[config.mk]
export PLATFORM = sky130hd
export DESIGN_NAME = des_key_schedule
export DESIGN_NICKNAME = d
export VERILOG_FILES = /design/src/rtl/des_pkg.sv /design/src/rtl/des_pc2.sv /design/src/rtl/des_key_schedule.sv
export SDC_FILE = /design/constraint.sdc
export NUM_CORES = 1
export LEC_CHECK = 0
export ABC_AREA = 0
export CAP_MARGIN = 15
export CELL_PAD_IN_SITES_DETAIL_PLACEMENT = 1
export CELL_PAD_IN_SITES_GLOBAL_PLACEMENT = 2
export CORE_ASPECT_RATIO = 1.1
export CORE_MARGIN = 5
export CORE_UTILIZATION = 36
export CTS_CLUSTER_SIZE = 14
export DETAILED_ROUTE_END_ITERATION = 7
export GPL_ROUTABILITY_DRIVEN = 0
export HOLD_SLACK_MARGIN = 0.08
export PLACE_DENSITY_LB_ADDON = 0.05
export REMOVE_ABC_BUFFERS = 1
export SLEW_MARGIN = 20
export SYNTH_ARGS = -nofsm -noshare
export SYNTH_HDL_FRONTEND = slang
export SYNTH_SLANG_ARGS = --single-unit
[constraint.sdc]
create_clock -name clk -period 9.2 [get_ports clk]
set_input_delay 1.38 -clock clk [delete_from_list [all_inputs] [get_ports clk]]
set_output_delay 1.38 -clock clk [all_outputs]
set_load 0.01 [all_outputs]
[src/rtl/des_pkg.sv]
// des_pkg: DES key-schedule tables, widths, FSM state type and bit helpers
package des_pkg;
  localparam int KEY_W = 64;
  localparam int HALF_W = 28;
  localparam int SUBKEY_W = 48;
  typedef enum logic [1:0] {IDLE, LOAD, EMIT, FINISH} state_t;
  localparam int PC1 [0:55] = '{
    57, 49, 41, 33, 25, 17, 9, 1, 58, 50, 42, 34, 26, 18,
    10, 2, 59, 51, 43, 35, 27, 19, 11, 3, 60, 52, 44, 36,
    63, 55, 47, 39, 31, 23, 15, 7, 62, 54, 46, 38, 30, 22,
    14, 6, 61, 53, 45, 37, 29, 21, 13, 5, 28, 20, 12, 4};
  localparam int PC2 [0:47] = '{
    14, 17, 11, 24, 1, 5, 3, 28, 15, 6, 21, 10,
    23, 19, 12, 4, 26, 8, 16, 7, 27, 20, 13, 2,
    41, 52, 31, 37, 47, 55, 30, 40, 51, 45, 33, 48,
    44, 49, 39, 56, 34, 53, 46, 42, 50, 36, 29, 32};
  localparam int SHIFT [0:15] = '{1, 1, 2, 2, 2, 2, 2, 2, 1, 2, 2, 2, 2, 2, 2, 1};
  // DES bit n of the key sits at key[KEY_W+1-n]; CD bit n sits at cd[2*HALF_W-n]
  function automatic logic [2*HALF_W-1:0] pc1(input logic [KEY_W:1] k);
    logic [2*HALF_W-1:0] r;
    for (int i = 0; i < 2 * HALF_W; i++) r[2*HALF_W-1-i] = k[KEY_W+1-PC1[i]];
    return r;
  endfunction
  // left rotation of a 28-bit half; s may range 0..28
  function automatic logic [HALF_W-1:0] rotl(input logic [HALF_W-1:0] x, input int s);
    logic [2*HALF_W-1:0] y;
    y = {x, x} << s;
    return y[2*HALF_W-1:HALF_W];
  endfunction
endpackage

[src/rtl/des_pc2.sv]
// des_pc2: combinational PC-2 compression of the 56-bit C||D into a 48-bit subkey
module des_pc2
  import des_pkg::*;
(
  input  logic [2*HALF_W-1:0] cd,
  output logic [SUBKEY_W:1]   subkey
);
  for (genvar i = 0; i < SUBKEY_W; i++) begin : g_bit
    assign subkey[SUBKEY_W-i] = cd[2*HALF_W-PC2[i]];
  end
  // PC-2 drops eight CD bits by definition
  logic unused_cd;
  assign unused_cd = ^cd;
endmodule

[src/rtl/des_key_schedule.sv]
// des_key_schedule: streams the 16 DES round keys (forward or reverse) over a valid/ready handshake
module des_key_schedule
  import des_pkg::*;
#(
  parameter bit PARITY_CHECK = 0,
  parameter bit STALL_HOLD = 1
) (
  input  logic              clk,
  input  logic              rst_n,
  input  logic              start,
  input  logic [KEY_W:1]    key,
  input  logic              decrypt,
  input  logic              subkey_ready,
  output logic              subkey_valid,
  output logic [SUBKEY_W:1] subkey,
  output logic [4:0]        round_idx,
  output logic              busy,
  output logic              done,
  output logic              parity_err
);
  state_t state;
  logic [HALF_W-1:0] c, d;
  logic dec, hs, perr;
  logic [3:0] cnt;
  int amt;
  logic [2*HALF_W-1:0] cd_next;
  logic [SUBKEY_W:1] sk_next;
  // next C/D: first rotation in LOAD, then one step per handshake; the last step restores C0/D0
  always_comb begin
    hs = state == EMIT && subkey_valid && subkey_ready;
    perr = 1'b0;
    for (int b = 0; b < 8; b++) perr |= ~^key[8*b+1 +: 8];
    amt = state == LOAD ? (dec ? 0 : SHIFT[0]) :
          !hs ? 0 :
          dec ? HALF_W - SHIFT[~cnt] :
          cnt == 4'd15 ? 0 : SHIFT[cnt + 4'd1];
    cd_next = {rotl(c, amt), rotl(d, amt)};
  end
  des_pc2 u_pc2 (.cd(cd_next), .subkey(sk_next));
  // schedule FSM with registered outputs; done is raised leaving FINISH and blocks start that cycle
  always_ff @(posedge clk or negedge rst_n) begin
    if (!rst_n) begin
      state <= IDLE;
      c <= '0;
      d <= '0;
      dec <= 1'b0;
      cnt <= '0;
      subkey_valid <= 1'b0;
      subkey <= '0;
      round_idx <= '0;
      busy <= 1'b0;
      done <= 1'b0;
      parity_err <= 1'b0;
    end else begin
      case (state)
        IDLE: begin
          done <= 1'b0;
          if (start && !done) begin
            {c, d} <= pc1(key);
            dec <= decrypt;
            parity_err <= PARITY_CHECK && perr;
            busy <= 1'b1;
            state <= LOAD;
          end
        end
        LOAD: begin
          {c, d} <= cd_next;
          subkey <= sk_next;
          round_idx <= dec ? 5'd16 : 5'd1;
          cnt <= '0;
          state <= EMIT;
        end
        EMIT: begin
          {c, d} <= cd_next;
          if (hs || !STALL_HOLD) subkey <= sk_next;
          if (!subkey_valid) subkey_valid <= 1'b1;
          else if (hs) begin
            cnt <= cnt + 4'd1;
            if (cnt == 4'd15) begin
              subkey_valid <= 1'b0;
              state <= FINISH;
            end else round_idx <= dec ? round_idx - 5'd1 : round_idx + 5'd1;
          end
        end
        FINISH: begin
          done <= 1'b1;
          busy <= 1'b0;
          state <= IDLE;
        end
        default: state <= IDLE;
      endcase
    end
  end
endmodule

==> results of run 1 <==
-- metal layers --
metal | part of all wire (%) | global-route usage (%)
met5 | 0 | 0
met4 | 1.7 | 5.932
met3 | 3.2 | 3.676
met2 | 50 | 36.37
met1 | 45 | 26.85
-- metrics by stage --
| step | utilization [%] | setup WS, ns |
|---|---|---|
| 2_1_floorplan | - | 2.986 |
| 3_3_place_gp | 42.68 | 3.848 |
| 3_5_place_dp | 42.68 | 3.737 |
| 4_1_cts | 45.83 | 4.166 |
| 5_1_grt | 45.86 | 4.126 |
| 6_report | 45.86 | 4.364 |
-- how the worst min path moves through the flow --
stage | from | endpoint | slack (ns) | depth (start not counted)
3_3_place_gp | subkey[25] | subkey[25] | 0.46 | 1
3_5_place_dp | subkey[12] | subkey[12] | 0.47 | 2
5_1_grt | subkey[9] | subkey[9] | 0.51 | 2
4_1_cts | subkey[12] | subkey[12] | 0.49 | 2
6_report | subkey[9] | subkey[9] | 0.48 | 2
2_1_floorplan | c[4] | c[4] | 0.48 | 2
-- worst max-delay path: stages --
cell and delay [ns]:
clkdlybuf4s50_1 0.46, nand3_1 0.39, nor3_2 0.19, nor2b_2 0.25
nor3_4 0.80, buf_4 0.60, mux2i_1 0.39, nor2_1 0.10
a211oi_1 0.38, o21ai_0 0.15
-- registers in the layout, summed over array words and instances (netlist names) --
register and count:
done 1, subkey 48, cnt 4, dec 1, busy 1, c 28, subkey_valid 1, d 28
state 2, round_idx 5
-- power by group through the flow --
stage / Combinational [mW] / Sequential, mW / Clock (mW)
global placement: 2.55 / 1.02 / 0
floorplan: 1.69 / 1.01 / 0
finish: 2.62 / 1.03 / 0.740
CTS: 2.65 / 1.03 / 0.751
detailed placement: 2.64 / 1.04 / 0
global route: 2.92 / 1.06 / 0.777
-- layout make-up --
class                   count  share of cell area (%)
clock buffers              19                   4.816
clock inverters            13                   2.062
inverters                  11                  0.4391
multi-input cells         600                   44.49
flip-flops and latches    119                   31.67
well taps                 256                   3.406
repair buffers            126                   13.12
-- cells in the final DEF, fill, tap and decap left out, drive strengths merged, types with 10 or more instances in the layout --
cell	count
ha	12
mux2	33
nand2	99
nor2	19
buf	11
dfrtp	119
o221ai	23
nand3	10
nor3b	54
a21oi	63
inv	13
clkbuf	19
o21ai	84
a22oi	46
clkdlybuf4s50	115
mux2i	79
-- kinds of logic after synthesis --
kind of cell | after synthesis
flip-flops | 119
other | 1
AND/OR/NAND/NOR | 209
AO/OA/AOI/OAI | 262
adder cells (fa/ha/maj) | 13
multiplexers | 112
XOR/XNOR | 3
buffers and inverters | 76
==> impl_metrics.json, run 1 <==
{
  "status": "completed",
  "r2r_start": "state[0]",
  "port_buffers": 116,
  "fmax_mhz": 206.8,
  "antenna_found_initial": 0,
  "r2r-end": "subkey[45]",
  "swShare_pct": 47.90,
  "numCtsBuffers": 17,
  "drtIter0Drc": 319,
  "grt_pass1_wl_mm": 40.45,
  "clk_pin_slew_ns": 0.06,
  "die_area_sq_um": 23810,
  "coreArea_sq_um": 20510,
  "power.share.combinational_pct": 59.8,
  "nFillCells": 2289,
  "synth_top_area_cell": "dfrtp_1",
  "startpoint_type": "primary input",
  "critical_path_class": "in -> reg",
  "clock_power_share_pct": 16.9,
  "synth_top_area_share_pct": 39.73,
  "synth-xor-area-share_pct": 0.3506,
  "cp-startpoint": "subkey_ready",
  "rsz0062_at_grt": "no",
  "finalCritPeriodShare_pct": 52.57,
  "crit_end": "subkey[19]",
  "fin_cells": 1144,
  "drt-total-wl_mm": 24.72,
  "synth_top_family_by_area": "compound AO/OA/AOI/OAI gates",
  "synth_area_per_cell_sq_um": 9.427,
  "grt_pass1_vias": 7369,
  "dp_hpwl_mm": 17.02,
  "reg2reg_depth": 11,
  "fp.dieW_um": 147.6,
  "fin_crit_ns": 4.836,
  "cts-root-buf": "clkbuf_16",
  "dp_cells": 1112,
  "drv_slew": 0,
  "ys.flop_type": "dfrtp_1",
  "cp-end-kind": "flip-flop",
  "drc": 0,
  "cts-resized-gates": 0,
  "syn_area_sq_um": 7495,
  "powerDensity_nw_per_um2": 466.6,
  "track_usage_pct": 20.97,
  "grt_max_degree": 94,
  "synthAdderAreaFrac_pct": 2.270,
  "cp_max_fo": 34,
  "post-cts-setup-buffers": 0,
  "ir_drop_uv": 209.2,
  "cts_tree": "built",
  "via_per_inst": 5.781,
  "syn_inst": 795,
  "p_total_mw": 4.388,
  "power.switching_mw": 2.102,
  "finalSetupViolCount": 0,
  "async_reset_ff_share_pct": 100.0,
  "syn_to_final_growth_pct": 25.48,
  "first_pass_iters": 5,
  "leakage_nw": 4.251,
  "postLayoutCellArea_sq_um": 9404,
  "worst_slew_pin_slew_ns": 1.082,
  "ys_top_cells_by_count": "dfrtp_1 (119), nand2_1 (99), o21ai_0 (80)",
  "synth-simple-area-share_pct": 14.76,
  "pwr-share-seq_pct": 23.4,
  "io_pins": 126,
  "nets": 957,
  "cts_num_sinks": 119,
  "cts_max_path_buffers": 2,
  "whs_ns": 0.4795,
  "regToRegSetupSlack_ns": 4.82,
  "detail_route.wl_per_cell_um": 21.61,
  "synth_cell_types": 60,
  "die_y_um": 161.3,
  "n_antenna_cell": 0,
  "synth-seq-area-share_pct": 39.73,
  "cts-htree-levels": 4,
  "rows": 55,
  "regArea_sq_um": 2978,
  "clock-skew-final_ns": 0.008487,
  "ys_seq_elements": 119,
  "p_int_mw": 2.286,
  "drive_gt1_share_pct": 10.25,
  "muxShareOfSynthArea_pct": 15.61,
  "cp_data_required_time_ns": 9.48,
  "initial_core_util_pct": 36.55,
  "postCtsHoldBufs": 0,
  "synthTopCellsByArea": "dfrtp_1 (40%), mux2i_1 (11%), nor3b_1 (5.4%)",
  "relSlewSlack_pct": 27.78,
  "yosysWarningCount": 0,
  "place_area_sq_um": 8752,
  "maxCapViolCount": 0,
  "hold_class": "reg -> reg",
  "multi_input_area_sq_um": 4184,
  "synth_most_common_cell": "dfrtp_1",
  "synth_compound_area_share_pct": 22.35,
  "vias": 6614,
  "setup_tns_ns": 0,
  "insertion_delay_ns": 0.42,
  "ant_nets": 0,
  "synth_enable_flop_cells": 0,
  "overflow": 0,
  "arrival_ns": 5.11,
  "hold_viol": 0
}
(Power assumes the default switching activity.)
==> run 2: changes to the inputs <==
--- a/config.mk
+++ b/config.mk
@@ -11,7 +11,7 @@
 export CELL_PAD_IN_SITES_GLOBAL_PLACEMENT = 2
 export CORE_ASPECT_RATIO = 1.1
 export CORE_MARGIN = 5
-export CORE_UTILIZATION = 36
+export CORE_UTILIZATION = 33
 export CTS_CLUSTER_SIZE = 14
 export DETAILED_ROUTE_END_ITERATION = 7
 export GPL_ROUTABILITY_DRIVEN = 0
==> constraint.sdc (replaced) <==
create_clock -name clk -period 4.65 [get_ports clk]
set_input_delay 0.6975 -clock clk [delete_from_list [all_inputs] [get_ports clk]]
set_output_delay 0.6975 -clock clk [all_outputs]
set_load 0.01 [all_outputs]
==> run 2 against run 1 <==
Cell area is 1.3% higher. Total power up 98%. Clock power rose by 84%. Core utilization shrank 3.1 points. Setup slack got worse by 3.6 ns. Cell count grew 4.5%. Clock skew is 0.0024 ns higher. Non-clock buffer count rose by 12. Count of clock-buffer cells in the layout shrank 2. Critical path depth rose by 1. Critical endpoint unchanged. Worst hold slack got worse by 0.20 ns. Largest power group unchanged.
==> impl_metrics.json, run 2 (synthesized netlist as in run 1, its figures left out) <==
{
  "status": "completed",
  "ant_nets": 0,
  "port_buffers": 116,
  "n_antenna_cell": 0,
  "detail_route.wl_per_cell_um": 21.38,
  "fp.dieW_um": 153.7,
  "grt_pass1_wl_mm": 41.37,
  "regToRegSetupSlack_ns": 0.75,
  "ir_drop_uv": 309.3,
  "dp_hpwl_mm": 17.55,
  "clk_pin_slew_ns": 0.06,
  "final_common_cell": "dfrtp_1",
  "largest_register_ffs": 48,
  "rsz0062_at_grt": "no",
  "final_util_pct": 42.79,
  "nets": 969,
  "cts_max_path_buffers": 2,
  "via_per_inst": 5.588,
  "layout.cells.most_common_list": "dfrtp_1 (119), clkdlybuf4s50_1 (115), nand2_1 (97)",
  "setup_tns_ns": 0,
  "largest-register": "subkey",
  "cp-end-kind": "flip-flop",
  "fin_crit_ns": 3.899,
  "r2r-end": "subkey[19]",
  "insertion_delay_ns": 0.43,
  "io_pins": 126,
  "numCtsBuffers": 17,
  "cts_num_sinks": 119,
  "postLayoutCellArea_sq_um": 9522,
  "slowest_stage": "dfrtp_1",
  "cts-resized-gates": 0,
  "hold_class": "in -> async",
  "power.switching_mw": 4.217,
  "coreArea_sq_um": 22250,
  "grt_pass1_vias": 7510,
  "fin_cells": 1195,
  "first_pass_iters": 4,
  "die_y_um": 168.1,
  "place_area_sq_um": 8926,
  "pwr-share-seq_pct": 23.4,
  "drv_slew": 0,
  "cp_data_required_time_ns": 4.94,
  "slowest_delay_ns": 0.47,
  "p_int_mw": 4.476,
  "postCtsHoldBufs": 0,
  "arrival_ns": 4.19,
  "overflow": 0,
  "critical_path_class": "reg -> reg",
  "swShare_pct": 48.51,
  "hold_viol": 0,
  "drtIter0Drc": 377,
  "fin_ws_ns": 0.7512,
  "finalSetupViolCount": 0,
  "largestRegisters": "subkey (48), c (28), d (28)",
  "dp_slack_ns": 0.6632,
  "powerDensity_nw_per_um2": 913.0,
  "vias": 6678,
  "relSlewSlack_pct": 34.79,
  "maxCapViolCount": 0,
  "drc": 0,
  "drive_gt1_share_pct": 11.33,
  "post-cts-setup-buffers": 0,
  "power.share.combinational_pct": 61.0,
  "grt_max_degree": 71,
  "initial_core_util_pct": 33.68,
  "dp_cells": 1163,
  "cts-root-buf": "clkbuf_16",
  "cp_common_cell": "ha_1",
  "drt-total-wl_mm": 25.55,
  "antenna_found_initial": 0,
  "finalCritPeriodShare_pct": 83.85,
  "clock-skew-final_ns": 0.01093,
  "reg2reg_depth": 11,
  "rows": 57,
  "clock_power_share_pct": 15.6,
  "cp_max_fo": 35,
  "die_area_sq_um": 25830,
  "fmax_mhz": 256.5,
  "cts-htree-levels": 4,
  "leakage_nw": 4.306,
  "cts_tree": "built",
  "startpoint_type": "flip-flop",
  "syn_to_final_growth_pct": 27.05,
  "path_cells": "ha_1 -> mux2_4 -> a22oi_4 -> ha_1 -> a32o_1 -> nand2_2 -> buf_12 -> mux2i_1 -> o22ai_1 -> a211oi_1 -> o21ai_0",
  "r2r_start": "cnt[0]",
  "worst_slew_pin_slew_ns": 0.9760,
  "track_usage_pct": 19.83
}
==> run 2: cell types whose count changed in the layout (fill, tap and decap cells not counted), sizes merged <==
cell | previous run | this run
buf | 11 | 23
bufinv | 4 | 2
clkbuf | 19 | 17
clkinv | 3 | 4
clkinvlp | 4 | 3
inv | 13 | 17
==> run 2: how the worst max path moves through the flow <==
| stage | startpoint | endpoint | slack, ns |
|---|---|---|---|
| CTS | cnt[0] | subkey[19] | 0.79 |
| detailed placement | subkey_ready | subkey[19] | 0.66 |
| floorplan | state[0] | c[22] | -1.43 |
| global route | cnt[0] | subkey[19] | 0.54 |
| global placement | subkey_ready | subkey[19] | 0.77 |
| finish | cnt[0] | subkey[19] | 0.75 |
==> run 2: metal layers <==
layer | up-vias | wire length, um | global-route usage [%]
li1 | 3141 | - | -
met1 | 3379 | 11470 | 25.41
met2 | 137 | 12790 | 34.25
met3 | 21 | 1004 | 3.594
met4 | 0 | 285 | 5.760
met5 | - | 0 | 0
==> run 2: critical path: cells and delay by family (launching register included) <==
| kind | cells | cell delay, ns |
|---|---|---|
| AO/OA/AOI/OAI | 5 | 1.11 |
| flip-flops | 1 | 0.47 |
| multiplexers | 2 | 0.78 |
| AND/OR/NAND/NOR | 1 | 0.44 |
| buffers and inverters | 1 | 0.31 |
| adder cells (fa/ha/maj) | 2 | 0.61 |
==> run 2: final cells by class <==
class	instances	area, sq um
repair buffers	138	1365
clock buffers	17	425.4
flip-flops and latches	119	2978
multi-input cells	600	4177
fillers	2539	12730
clock inverters	15	166.4
inverters	11	41.29
well taps	295	369.1
==> run 2: power groups by stage <==
stage	Clock, mW	Sequential, mW	Combinational, mW
2_1_floorplan	0	2.00	3.24
3_3_place_gp	0	2.03	5.21
3_5_place_dp	0	2.05	5.35
4_1_cts	1.39	2.04	5.39
5_1_grt	1.44	2.10	5.89
6_report	1.36	2.03	5.30
==> run 2: per-stage QoR <==
| stage | power (mW) | hold slack [ns] |
|---|---|---|
| 3_5_place_dp | 7.406 | 0.4664 |
| 3_3_place_gp | 7.239 | 0.4626 |
| 5_1_grt | 9.427 | 0.3435 |
| 4_1_cts | 8.812 | 0.4553 |
| 2_1_floorplan | 5.239 | 0.4019 |
| 6_report | 8.693 | 0.2763 |
